$ cat config.mk
export PLATFORM = sky130hd
export DESIGN_NAME = scan_mem_arbiter
export DESIGN_NICKNAME = d
export VERILOG_FILES = /design/src/rtl/scan_pkg.sv /design/src/rtl/scan_edge_det.sv /design/src/rtl/scan_mem_arbiter.sv
export SDC_FILE = /design/constraint.sdc
export NUM_CORES = 1
export LEC_CHECK = 0
export BUFFER_PORTS_ARGS = -buffer_cell sky130_fd_sc_hd__buf_2
export CAP_MARGIN = 20
export CELL_PAD_IN_SITES_DETAIL_PLACEMENT = 1
export CELL_PAD_IN_SITES_GLOBAL_PLACEMENT = 1
export CORE_MARGIN = 2
export CORE_UTILIZATION = 32
export DETAILED_ROUTE_END_ITERATION = 10
export GPL_TIMING_DRIVEN = 0
export HOLD_SLACK_MARGIN = 0.06
export PLACE_DENSITY_LB_ADDON = 0.3
export SYNTH_ARGS = -nofsm -noshare
export SYNTH_HDL_FRONTEND = slang
export SYNTH_HIERARCHICAL = 1
export SYNTH_SLANG_ARGS = --single-unit
$ cat constraint.sdc
create_clock -name clk -period 1.6 [get_ports clk]
set_input_delay 0.16 -clock clk [delete_from_list [all_inputs] [get_ports clk]]
set_output_delay 0.16 -clock clk [all_outputs]
set_load 0.005 [all_outputs]
$ cat src/rtl/scan_pkg.sv
// Shared types and frame-geometry defaults for the scan memory arbiter.
// Optional capture-stall statistics are enabled with SCAN_ARB_STATS_EN.
package scan_pkg;

  typedef enum logic [1:0] {
    ST_IDLE,
    ST_CAP,
    ST_FETCH,
    ST_DRAIN
  } arb_state_t;

  localparam int V_VISIBLE_D = 768;
  localparam int V_TOTAL_D   = 807;
  localparam int DISP_BASE_D = 0;

endpackage

$ cat src/rtl/scan_edge_det.sv
// Rising-edge detector for the horizontal blanking strobe.
// Compares the live input against a one-cycle registered copy.
module scan_edge_det (
  input  logic clk,
  input  logic rst_n,
  input  logic i_sig,
  output logic o_rise
);

  logic r_sig_d;

  always_ff @(posedge clk or negedge rst_n) begin
    if (!rst_n) begin
      r_sig_d <= 1'b0;
    end else begin
      r_sig_d <= i_sig;
    end
  end

  assign o_rise = i_sig & ~r_sig_d;

endmodule

$ cat src/rtl/scan_mem_arbiter.sv
// Sample RAM arbiter: blanking-time line prefetch vs capture writes.
// Define SCAN_ARB_STATS_EN to enable the capture stall counter.
module scan_mem_arbiter
  import scan_pkg::*;
#(
  parameter int ADDR_W      = 12,
  parameter int DATA_W      = 4,
  parameter int FETCH_WORDS = 256,
  parameter int V_VISIBLE   = V_VISIBLE_D,
  parameter int V_TOTAL     = V_TOTAL_D,
  parameter int DISP_BASE   = DISP_BASE_D,
  localparam int LB_W =
    (FETCH_WORDS > 1) ? $clog2(FETCH_WORDS) : 1
) (
  input  logic              clk,
  input  logic              rst_n,
  input  logic [9:0]        line_in,
  input  logic              h_blank,
  input  logic              cap_req,
  input  logic [ADDR_W-1:0] cap_addr,
  input  logic [DATA_W-1:0] cap_data,
  output logic              cap_gnt,
  output logic              mem_en,
  output logic              mem_we,
  output logic [ADDR_W-1:0] mem_addr,
  output logic [DATA_W-1:0] mem_wdata,
  input  logic [DATA_W-1:0] mem_rdata,
  output logic              lb_we,
  output logic [LB_W-1:0]   lb_addr,
  output logic [DATA_W-1:0] lb_data,
  output logic              fetch_ovf,
  output logic [15:0]       cap_stall_cnt
);

  arb_state_t        r_state;
  logic [ADDR_W-1:0] r_rd_ptr;
  logic [LB_W-1:0]   r_cnt;
  logic              r_pend;
  logic              r_ovf;
  logic              r_lb_we;
  logic [LB_W-1:0]   r_lb_addr;

  logic w_rise;
  logic w_trig;
  logic w_wrap;
  logic w_busy;
  logic w_last;
  logic w_fetch;

  scan_edge_det u_edge (
    .clk    (clk),
    .rst_n  (rst_n),
    .i_sig  (h_blank),
    .o_rise (w_rise)
  );

  assign w_wrap  = (line_in == 10'(V_TOTAL - 1));
  assign w_trig  = w_rise &&
                   ((line_in < 10'(V_VISIBLE - 1)) || w_wrap);
  assign w_fetch = (r_state == ST_FETCH);
  assign w_busy  = w_fetch || (r_state == ST_DRAIN);
  assign w_last  = (r_cnt == LB_W'(FETCH_WORDS - 1));

  always_ff @(posedge clk or negedge rst_n) begin
    if (!rst_n) begin
      r_state   <= ST_IDLE;
      r_rd_ptr  <= ADDR_W'(DISP_BASE);
      r_cnt     <= '0;
      r_pend    <= 1'b0;
      r_ovf     <= 1'b0;
      r_lb_we   <= 1'b0;
      r_lb_addr <= '0;
    end else begin
      r_lb_we   <= w_fetch;
      r_lb_addr <= w_fetch ? r_cnt : '0;
      if (w_trig && w_busy) begin
        r_ovf <= 1'b1;
      end
      unique case (r_state)
        ST_IDLE: begin
          if (w_trig || r_pend) begin
            r_state <= ST_FETCH;
            r_pend  <= 1'b0;
            r_cnt   <= '0;
            if (w_trig && w_wrap) begin
              r_rd_ptr <= ADDR_W'(DISP_BASE);
            end
          end else if (cap_req) begin
            r_state <= ST_CAP;
          end
        end
        ST_CAP: begin
          r_state <= ST_IDLE;
          if (w_trig) begin
            r_pend <= 1'b1;
            if (w_wrap) begin
              r_rd_ptr <= ADDR_W'(DISP_BASE);
            end
          end
        end
        ST_FETCH: begin
          r_rd_ptr <= r_rd_ptr + 1'b1;
          r_cnt    <= r_cnt + 1'b1;
          if (w_last) begin
            r_state <= ST_DRAIN;
          end
        end
        // Hand a waiting capture straight over so it waits FETCH_WORDS+2.
        ST_DRAIN: begin
          r_state <= cap_req ? ST_CAP : ST_IDLE;
        end
        default: begin
          r_state <= ST_IDLE;
        end
      endcase
    end
  end

  assign cap_gnt   = (r_state == ST_CAP);
  assign mem_en    = cap_gnt || w_fetch;
  assign mem_we    = cap_gnt;
  assign mem_addr  = cap_gnt ? cap_addr :
                     w_fetch ? r_rd_ptr : '0;
  assign mem_wdata = cap_gnt ? cap_data : '0;
  assign lb_we     = r_lb_we;
  assign lb_addr   = r_lb_addr;
  assign lb_data   = r_lb_we ? mem_rdata : '0;
  assign fetch_ovf = r_ovf;

`ifdef SCAN_ARB_STATS_EN
  logic [15:0] r_stall;

  always_ff @(posedge clk or negedge rst_n) begin
    if (!rst_n) begin
      r_stall <= '0;
    end else if (cap_req && !cap_gnt &&
                 (r_stall != 16'hFFFF)) begin
      r_stall <= r_stall + 16'd1;
    end
  end

  assign cap_stall_cnt = r_stall;
`else
  assign cap_stall_cnt = '0;
`endif

endmodule

==> flow_metrics.tcl <==
set metrics [dict create \
    failed_checks "negative setup slack" \
    drv_cap 0 \
    ys_types 47 \
    worstMarginPinSlew_ns 0.781 \
    dp_worst_setup_slack_ns -0.442 \
    floorplan.initialDensity_pct 32.5 \
    antenna_found_initial 0 \
    die_w_um 86.4 \
    core_mm2 0.00668 \
    diodes 0 \
    grt_max_degree 35 \
    timing.reg2reg.worst_path_depth 9 \
    cp.arrival_ns 1.93 \
    cts.clk_slew.worst_paths_ns 0.08 \
    cts_max_path_buffers 2 \
    timing.hold.worst.class "input port to register" \
    ant_nets 0 \
    report.final.setup_viol 29 \
    max_freq_mhz 565 \
    seq_area_frac_synth_pct 39.1 \
    first_global_vias 2078 \
    final.period_utilization_pct 111 \
    tritoncts "yes" \
    io_pins 83 \
    postSynth.topFlopCell "sky130_fd_sc_hd__dfrtp_1" \
    place_congestion 0.814 \
    netSwitchingPower_mw 0.703 \
    r2r-start "r_state[0]" \
    yosysTopAreaCellShare_pct 39.1 \
    clkLatencyLatePin_ns 0.29 \
    fin_total_pwr_mw 2.45 \
    critPathCaptureType "register" \
    drive_gt1_share_pct 48.7 \
    power.share.combinational_pct 22.3 \
    initialDrtViolationCount 34 \
    pwr_cell_area_mw_per_mm2 739 \
    netlist_instances 235 \
    holdWs_ns 0.357 \
    detail_route.wl_per_cell_um 15.7 \
    grt_setup_unrepaired "true" \
    area.growth.synth_to_final_pct 52.6 \
    remaining_drc_errors 0 \
    finalWorstPathRequiredPeriod_ns 1.77 \
    p_sw_share_pct 28.7 \
    placement_rows 30 \
    number_of_enable_flip_flop_cells_after_synthesis 0 \
    syn_area_mm2 0.00217 \
    synthArstFlopShare_pct 100 \
    yosysWarningCount 6 \
    regToRegSetupSlack_ns -0.17 \
    final_nets 392 \
    worstHoldPathCells 4 \
    max-vdd-ir-drop_mv 0.509 \
    internal_power_mw 1.75 \
    synthMostInstantiatedCell "sky130_fd_sc_hd__nand2_1" \
    clock_power_share_pct 33.7 \
    worst_setup_path_start_kind "register" \
    drt_pass1_iterations 4 \
    clock-root-buffer "sky130_fd_sc_hd__clkbuf_8" \
    cts-buffers-inserted 5 \
    critical_path.max_fanout 6 \
    fp.dieArea_mm2 0.00747 \
    synthDominantAreaCellType "sky130_fd_sc_hd__dfrtp_1" \
    yosys_register_bits 34 \
    die_height_um 86.4 \
    cts.sink_count 34 \
    port_buffers 66 \
    hold_path_end "r_state[0]" \
    holdCritStartpoint "cap_req" \
    synth_top_cells_by_area "sky130_fd_sc_hd__dfrtp_1, sky130_fd_sc_hd__nand2_1, sky130_fd_sc_hd__buf_4, sky130_fd_sc_hd__and2_1, sky130_fd_sc_hd__ha_1" \
    post_synth_most_frequent_cells "sky130_fd_sc_hd__nand2_1, sky130_fd_sc_hd__dfrtp_1, sky130_fd_sc_hd__buf_4" \
    fin_area_mm2 0.00332 \
    dp.final_hpwl_um 4190 \
    viasPerCell 4.92 \
    routed_wl_um 6780 \
    via_count 2120 \
    hold_violations 0 \
    critical_path.reg2reg.endpoint "r_rd_ptr[4]" \
    cp.required_ns 1.76 \
    postPlaceCellArea_mm2 0.00270 \
    gr-total-overflow 0 \
    p_leak_nw 1.57 \
    grt_first_pass_wirelength_um 9910 \
    clock-skew-final_ns 0.00975 \
    htree_num_levels 2 \
    fin_ws_ns -0.169 \
    worst_setup_path_type "register to register" \
    groute.usage.overall_pct 16.9 \
    slew_violations 0 \
    p_seq_share_pct 44.0 \
    synthesis.area_per_instance_um2 9.25 \
    timing.max_slew.rel_slack_pct 47.9 \
    outcome "complete, but fails checks" \
]
[routing by layer]
layer  vias up  GRT usage [%]  part of all wire, %
met5         -              0                    0
met3         8           3.52                  3.2
met2        41           32.0                   57
met1      1051           19.2                   39
li1       1020              -                    -
met4         0           4.12                 0.89
[timing repair]
item	CTS	global route
gates cloned	1	1
hold buffers	2	0
hold endpoints to repair	35	0
pin swaps	12	9
endpoints found under the setup margin	39	34
resized for setup	62	15
buffers inserted	17	8
[power groups by stage]
stage | combinational, mW | sequential, mW | clock, mW
4_1_cts | 0.533 | 1.06 | 0.846
2_1_floorplan | 0.304 | 1.03 | 0
6_report | 0.547 | 1.08 | 0.827
3_5_place_dp | 0.494 | 1.07 | 0
5_1_grt | 0.608 | 1.09 | 0.880
3_3_place_gp | 0.476 | 1.06 | 0
[state kept, by name (all words and copies together) (netlist names)]
register and count:
r_rd_ptr 12, fetch_ovf 1, u_edge/r_sig_d 1, lb_we 1, r_state 2, r_cnt 8, lb_addr 8, r_pend 1
[cell type report]
cell class | count | area (um2)
clock inverters | 1 | 30.0
plain buffers | 26 | 255
well taps | 80 | 100
flip-flops and latches | 34 | 853
multi-input cells | 185 | 1380
repair buffers | 93 | 588
inverters | 5 | 23.8
fillers | 776 | 3370
clock buffers | 7 | 86.3
[logic make-up after synthesis]
family	after synthesis	share of synthesized area, %
flops	34	39.1
other cells	1	0.173
buf+inv	31	8.98
xor+xnor	5	2.01
simple gates	109	26.8
fa+ha+maj	8	4.61
compound gates	44	16.9
mux	3	1.44
[critical path, stage by stage, from the launching register on]
cell and delay [ns]:
sky130_fd_sc_hd__dfrtp_2 0.44, sky130_fd_sc_hd__buf_6 0.14, sky130_fd_sc_hd__ha_4 0.17, sky130_fd_sc_hd__nor2_4 0.12
sky130_fd_sc_hd__a41oi_4 0.06, sky130_fd_sc_hd__or2_1 0.27, sky130_fd_sc_hd__buf_6 0.15, sky130_fd_sc_hd__buf_8 0.13
sky130_fd_sc_hd__nand2_2 0.06, sky130_fd_sc_hd__o221ai_2 0.08
[worst max-delay path by stage]
| stage | start | endpoint | slack, ns | cells after the start |
|---|---|---|---|---|
| after floorplan | r_state[1] | r_rd_ptr[10] | 0.001 | 9 |
| after global placement | r_state[0] | mem_addr[0] | -0.43 | 7 |
| after detailed placement | r_state[0] | mem_addr[0] | -0.44 | 7 |
| after CTS | r_state[0] | r_rd_ptr[4] | -0.15 | 9 |
| after global routing | r_state[0] | r_rd_ptr[9] | -0.26 | 7 |
| final | r_state[0] | r_rd_ptr[4] | -0.17 | 9 |
[layout by cell type, fill, tap and decap left out, types with 3 or more instances in the layout]
| master | n |
|---|---|
| sky130_fd_sc_hd__nor4_4 | 3 |
| sky130_fd_sc_hd__nand2_1 | 33 |
| sky130_fd_sc_hd__conb_1 | 16 |
| sky130_fd_sc_hd__ha_1 | 3 |
| sky130_fd_sc_hd__and2_1 | 16 |
| sky130_fd_sc_hd__clkbuf_8 | 7 |
| sky130_fd_sc_hd__nand3_1 | 5 |
| sky130_fd_sc_hd__o21ai_2 | 6 |
| sky130_fd_sc_hd__nand3b_1 | 4 |
| sky130_fd_sc_hd__buf_4 | 34 |
| sky130_fd_sc_hd__a221o_1 | 3 |
| sky130_fd_sc_hd__a22o_1 | 4 |
| sky130_fd_sc_hd__dfrtp_1 | 32 |
| sky130_fd_sc_hd__ha_4 | 4 |
| sky130_fd_sc_hd__o221ai_2 | 4 |
| sky130_fd_sc_hd__buf_2 | 66 |
| sky130_fd_sc_hd__nand2b_1 | 3 |
| sky130_fd_sc_hd__buf_6 | 7 |
| sky130_fd_sc_hd__and3_1 | 8 |
| sky130_fd_sc_hd__xnor2_1 | 5 |
| sky130_fd_sc_hd__buf_8 | 3 |
| sky130_fd_sc_hd__clkbuf_4 | 3 |
| sky130_fd_sc_hd__nor2_1 | 8 |
| sky130_fd_sc_hd__o21ai_1 | 10 |
| sky130_fd_sc_hd__nand2_2 | 9 |
| sky130_fd_sc_hd__o31ai_1 | 3 |
[per-stage QoR]
step | TNS [ns] | cells | util, %
after detailed placement | -8.35 | 396 | 40.4
after CTS | -2.99 | 424 | 47.8
after global routing | -4.99 | 431 | 49.6
after floorplan | 0 | 250 | -
final | -3.10 | 431 | 49.6
after global placement | -7.34 | 396 | 40.4
(Power assumes the default switching activity.)
